<file path="src/rtl/dcache_pkg.sv">
// Shared types, widths and byte-lane helper for the data-cache responder.
package dcache_pkg;

  localparam int WORD_W   = 32;
  localparam int OFFSET_W = 2;

  typedef enum logic [1:0] {IDLE, FILL, WRITE} dcache_state_t;

  function automatic logic [3:0] laneStrobe(input logic [OFFSET_W-1:0] offset);
    laneStrobe = 4'b0001 << offset;
  endfunction

endpackage

</file>
<file path="src/rtl/dcache_array.sv">
// Direct-mapped line storage: valid/tag/data per set, async read, byte-masked sync write.
module dcache_array
  import dcache_pkg::*;
#(
  parameter int SETS  = 8,
  parameter int TAG_W = WORD_W - $clog2(SETS) - OFFSET_W,
  localparam int INDEX_W = $clog2(SETS)
) (
  input  logic               clk,
  input  logic               rst,
  input  logic [INDEX_W-1:0] rdIndex,
  output logic               rdValid,
  output logic [TAG_W-1:0]   rdTag,
  output logic [WORD_W-1:0]  rdData,
  input  logic               wrEn,
  input  logic [INDEX_W-1:0] wrIndex,
  input  logic [TAG_W-1:0]   wrTag,
  input  logic [WORD_W-1:0]  wrData,
  input  logic [3:0]         wrMask
);

  logic [SETS-1:0]   valid;
  logic [TAG_W-1:0]  tags [SETS];
  logic [WORD_W-1:0] data [SETS];

  always_ff @(posedge clk or negedge rst) begin
    if (!rst) begin
      valid <= '0;
    end else if (wrEn) begin
      valid[wrIndex] <= 1'b1;
    end
  end

  // Tag/data need no reset: they are only trusted behind a valid bit.
  always_ff @(posedge clk) begin
    if (wrEn) begin
      tags[wrIndex] <= wrTag;
      for (int unsigned b = 0; b < 4; b++) begin
        if (wrMask[b]) data[wrIndex][8*b +: 8] <= wrData[8*b +: 8];
      end
    end
  end

  assign rdValid = valid[rdIndex];
  assign rdTag   = tags[rdIndex];
  assign rdData  = data[rdIndex];

endmodule

</file>
<file path="src/rtl/dcache_responder.sv">
// Direct-mapped write-through, no-write-allocate data cache for the memory stage.
// Define DCACHE_STATS_EN to add hit_count/miss_count load statistics outputs.
module dcache_responder
  import dcache_pkg::*;
#(
  parameter int SETS = 8
) (
  input  logic              clk,
  input  logic              rst,
  input  logic              req,
  input  logic              we,
  input  logic              byte_en,
  input  logic [WORD_W-1:0] addr,
  input  logic [WORD_W-1:0] wdata,
  output logic [WORD_W-1:0] rdata,
  output logic              stall,
  output logic              mem_req,
  output logic              mem_we,
  output logic [WORD_W-1:0] mem_addr,
  output logic [WORD_W-1:0] mem_wdata,
  output logic [3:0]        mem_be,
  input  logic              mem_ready,
  input  logic [WORD_W-1:0] mem_rdata
`ifdef DCACHE_STATS_EN
  ,
  output logic [31:0]       hit_count,
  output logic [31:0]       miss_count
`endif
);

  localparam int INDEX_W = $clog2(SETS);
  localparam int TAG_W   = WORD_W - INDEX_W - OFFSET_W;

  dcache_state_t state;

  logic [WORD_W-OFFSET_W-1:0] heldWord;
  logic [WORD_W-1:0]          heldWdata;
  logic [3:0]                 heldBe;

  logic [OFFSET_W-1:0] offset;
  logic [INDEX_W-1:0]  index;
  logic [TAG_W-1:0]    tag;
  logic                lineValid;
  logic [TAG_W-1:0]    lineTag;
  logic [WORD_W-1:0]   lineData;
  logic                hit;
  logic                loadHit;
  logic [WORD_W-1:0]   storeData;
  logic [3:0]          storeBe;

  logic                wrEn;
  logic [INDEX_W-1:0]  wrIndex;
  logic [TAG_W-1:0]    wrTag;
  logic [WORD_W-1:0]   wrData;
  logic [3:0]          wrMask;

  assign offset = addr[OFFSET_W-1:0];
  assign index  = addr[INDEX_W+OFFSET_W-1:OFFSET_W];
  assign tag    = addr[WORD_W-1:INDEX_W+OFFSET_W];

  assign hit       = lineValid && (lineTag == tag);
  assign loadHit   = (state == IDLE) && req && !we && hit;
  assign storeData = byte_en ? {4{wdata[7:0]}} : wdata;
  assign storeBe   = byte_en ? laneStrobe(offset) : 4'hF;

  // A fill installs the held miss address; a store hit updates the live request.
  assign wrEn    = ((state == FILL) && mem_ready) || ((state == IDLE) && req && we && hit);
  assign wrIndex = (state == FILL) ? heldWord[INDEX_W-1:0] : index;
  assign wrTag   = (state == FILL) ? heldWord[WORD_W-OFFSET_W-1:INDEX_W] : tag;
  assign wrData  = (state == FILL) ? mem_rdata : storeData;
  assign wrMask  = (state == FILL) ? 4'hF : storeBe;

  dcache_array #(
    .SETS  (SETS),
    .TAG_W (TAG_W)
  ) uArray (
    .clk     (clk),
    .rst     (rst),
    .rdIndex (index),
    .rdValid (lineValid),
    .rdTag   (lineTag),
    .rdData  (lineData),
    .wrEn    (wrEn),
    .wrIndex (wrIndex),
    .wrTag   (wrTag),
    .wrData  (wrData),
    .wrMask  (wrMask)
  );

  always_ff @(posedge clk or negedge rst) begin
    if (!rst) begin
      state     <= IDLE;
      heldWord  <= '0;
      heldWdata <= '0;
      heldBe    <= '0;
    end else begin
      case (state)
        IDLE: begin
          if (req) begin
            heldWord  <= addr[WORD_W-1:OFFSET_W];
            heldWdata <= storeData;
            heldBe    <= storeBe;
            if (we)        state <= WRITE;
            else if (!hit) state <= FILL;
          end
        end
        FILL:    if (mem_ready) state <= IDLE;
        WRITE:   if (mem_ready) state <= IDLE;
        default: state <= IDLE;
      endcase
    end
  end

  // Stall is gated by reset so the pipeline is released while reset is held.
  always_comb begin
    stall = 1'b0;
    if (rst) begin
      case (state)
        IDLE:    stall = req && (we || !hit);
        FILL:    stall = 1'b1;
        WRITE:   stall = !mem_ready;
        default: stall = 1'b0;
      endcase
    end
  end

  always_comb begin
    rdata = '0;
    if (loadHit) begin
      rdata = byte_en ? {24'b0, lineData[8*offset +: 8]} : lineData;
    end
  end

  assign mem_req   = (state != IDLE);
  assign mem_we    = (state == WRITE);
  assign mem_addr  = {heldWord, {OFFSET_W{1'b0}}};
  assign mem_wdata = heldWdata;
  assign mem_be    = heldBe;

`ifdef DCACHE_STATS_EN
  always_ff @(posedge clk or negedge rst) begin
    if (!rst) begin
      hit_count  <= '0;
      miss_count <= '0;
    end else begin
      if (loadHit) hit_count <= hit_count + 32'd1;
      if ((state == IDLE) && req && !we && !hit) miss_count <= miss_count + 32'd1;
    end
  end
`endif

endmodule
</file>
<file path="config.mk">
export PLATFORM = sky130hd
export DESIGN_NAME = dcache_responder
export DESIGN_NICKNAME = d
export VERILOG_FILES = /design/src/rtl/dcache_pkg.sv /design/src/rtl/dcache_array.sv /design/src/rtl/dcache_responder.sv
export SDC_FILE = /design/constraint.sdc
export NUM_CORES = 1
export LEC_CHECK = 0
export ABC_CLOCK_PERIOD_IN_PS = 5900
export BUFFER_PORTS_ARGS = -buffer_cell sky130_fd_sc_hd__buf_2
export CAP_MARGIN = 0
export CORE_MARGIN = 1
export CORE_UTILIZATION = 49
export DETAILED_ROUTE_END_ITERATION = 16
export GPL_TIMING_DRIVEN = 0
export PLACE_DENSITY = 0.74
export SLEW_MARGIN = 20
export SYNTH_ARGS = -nofsm -noshare
export SYNTH_HDL_FRONTEND = slang
export SYNTH_SLANG_ARGS = --single-unit
</file>
<file path="constraint.sdc">
create_clock -name clk -period 5.9 [get_ports clk]
set_clock_uncertainty 0.15 [all_clocks]
set_input_delay 1.475 -clock clk [delete_from_list [all_inputs] [get_ports clk]]
set_output_delay 1.475 -clock clk [all_outputs]
set_load 0.01 [all_outputs]
</file>
==> metrics.yaml <==
critical_path:
  crit_required_ns: 4.28
  r2r_end: "uArray.data[1][11]$_DFFE_PP_"
  max_stage_delay_ns: 0.55
  start_kind: "input pin"
  endpoint_kind: "output port"
  crit_path_cell_trace: "buf_2 -> buf_8 -> buf_6 -> a2111oi_4 -> o41ai_2 -> a221o_1 -> or4_4 -> nor4_4 -> buf_4 -> nand4_1 -> buf_6 -> clkbuf_16 -> nor2_4 -> buf_6"
  cp_slowest_cell: "or4_4"
  timing.rr.start: "uArray.tags[1][11]$_DFFE_PP_"
  ff2ff_path_depth: 12
  cpMostUsedCell: "buf_6"
  worstSetupPathType: "input pin to output port"
  reg2reg_slack_ns: 1.49
  arrival_ns: 4.36
  cp_max_fo: 10
placed_design:
  gp_congestion: 0.899
  place_area_mm2: 0.0250
  dp_hpwl_um: 41100
  place_inst: 2227
  io_buffers: 198
timing:
  min_period_over_period_pct: 101
  hold_slack_ns: 0.320
  final-max-slew-violation-count: 0
  rsz0062_at_grt: "true"
  worst_pin_slew_ns: 1.06
  relSlewSlack_pct: 29.5
  min_period_ns: 5.99
  setup_viol: 26
  fmax_ghz: 0.167
  setup_ws_ns: -0.0868
  hold_viol: 0
global_routing:
  grt_pass1_wl_um: 88300
  grt_max_degree: 51
  antenna_found_initial: 4
  grtUsageTotal_pct: 25.9
  grt_pass1_vias: 13989
  overflow: 0
synth:
  synth_most_common_cell: "edfxtp_1"
  syn-mean-instance-area_um2: 16.1
  synth_cells: 1419
  ys_top_cells_by_area: "edfxtp_1, mux4_2, dfrtp_1, mux2i_1, mux2_2"
  yosysSeqAreaShare_pct: 70.2
  synth_edf_count: 472
  synth_largest_area_cell: "edfxtp_1"
  ys_ff_latch: 548
  ys_async_sr_fraction_pct: 13.9
  synthDominantCellAreaShare_pct: 61.9
  synthFlopType: "edfxtp_1"
  ys_top_cells_by_count: "edfxtp_1, nand2_1, nor2_1"
  synth-warning-count: 0
  synth.distinct_cells: 49
  syn-cell-area_mm2: 0.0229
floorplanning:
  rows: 78
  chipHeight_um: 218
  initial_utilization_pct: 50.1
  fp.dieW_um: 218
  ioPinCount: 205
  core_area_mm2: 0.0458
  design.die.area_mm2: 0.0476
drt:
  drt-pass1-iter-count: 5
  ant_nets: 0
  via_per_inst: 5.88
  routedWlPerCell_um: 25.9
  drt_wl_total_um: 60800
  vias: 13823
  drc: 0
  first_iter_violations: 1555
power_and_ir_drop:
  power_leakage_nw: 10.1
  powerDensity_mw_per_mm2: 399
  ir_drop_mv: 0.324
min_path:
  min_path_cells: 1
  hp-start: "uArray.valid[6]$_DFFE_PN0N_"
  worstHoldPathType: "register to register"
  min_to: "uArray.valid[6]$_DFFE_PN0N_"
final_layout:
  area_growth_pct: 21.1
  drive_gt1_share_pct: 33.7
  multi_input_area_mm2: 0.00675
  filler_cell_count: 3254
  finalInstanceArea_mm2: 0.0277
  finalNonFillerCells: 2351
  nets: 1809
  register_area_mm2: 0.0161
clocking:
  clockBufferDepth: 3
  cts_hold_buf: 0
  cts_max_level: 2
  ctsRootBufferMaster: "clkbuf_16"
  cts_sinks: 548
  path_clk_slew_ns: 0.06
  cts_tree: "done"
  clk_latency_ns: 0.61
  cts_buffers: 55
outcome:
  violations: "setup timing"
  status: "finished, violations left"
flow_run:
  max_cap_violations: 0
## cell type report
type,count,share of cell area [%]
antenna,1,0.00902
inverter,33,0.447
sequential,548,58.0
buffer,78,2.12
tap,600,2.71
multi-input combinational,759,24.3
timing repair buffer,228,5.76
clock buffer,72,5.30
clock inverter,32,1.38
## registers in the layout, indices dropped and copies added (netlist names)
register,count
mem_be,4
uArray.valid,8
uArray.data,256
mem_wdata,32
uArray.tags,216
heldWord,30
state,2
## worst max-delay path by stage
stage,end,slack [ns],startpoint,cells after the start
after detailed placement,rdata[1],-1.40,addr[3],10
after CTS,stall,-0.16,addr[2],14
final,rdata[13],-0.09,addr[4],14
after floorplan,rdata[11],0.001,addr[2],12
after global placement,uArray.tags[7][9]$_DFFE_PP_,-2.24,addr[4],11
after global routing,rdata[15],-0.17,addr[2],15
## per-stage QoR
stage	util (%)	setup TNS [ns]	total power, mW	worst slack, ns
2_1_floorplan	-	0	6.44	0.00147
3_3_place_gp	53.9	-590.38	7.32	-2.24
3_5_place_dp	54.6	-217.52	7.44	-1.40
4_1_cts	59.7	-3.62	11.0	-0.157
5_1_grt	60.6	-3.98	11.4	-0.175
6_report	60.6	-0.942	11.1	-0.0868
## worst max-delay path: cells and delay by family
kind	cells	cell delay, ns
buffers and inverters	7	1.10
AO/OA/AOI/OAI	3	0.83
AND/OR/NAND/NOR	4	0.92
## layer usage
metal | GRT usage, % | wire length (um)
met1 | 34.2 | 23000
met2 | 41.1 | 29300
met3 | 5.94 | 5790
met4 | 11.5 | 2680
met5 | 0 | 34
## layout by cell type, fill, tap and decap left out, types with 42 or more instances in the layout
master / instances
mux2i_1: 74
nor2_1: 131
mux4_2: 100
nand2_1: 186
mux2_2: 67
clkbuf_1: 42
dfrtp_1: 76
edfxtp_1: 472
clkbuf_16: 57
buf_2: 183
## cells by family after synthesis
| group | count (synthesis) | share of synthesized area, % |
|---|---|---|
| other cells | 1 | 0.0164 |
| buf+inv | 113 | 2.26 |
| mux | 258 | 17.1 |
| xor+xnor | 22 | 0.841 |
| simple gates | 379 | 6.60 |
| compound gates | 94 | 2.79 |
| fa+ha+maj | 4 | 0.218 |
| flops | 548 | 70.2 |
## report_power, final
group          switching [mW]  internal, mW  total (mW)
clock network            1.48          2.11        3.59
logic                    1.56         0.809        2.37
registers               0.213          4.89        5.10
## timing repair
action | 4_1_cts | 5_1_grt
gates resized for setup | 102 | 69
endpoints found under the setup margin | 33 | 33
setup buffers | 13 | 5
hold endpoints to repair | 0 | 0
cloned | 1 | 2
pin swaps | 14 | 23
Power figures use the tool's default switching activity.
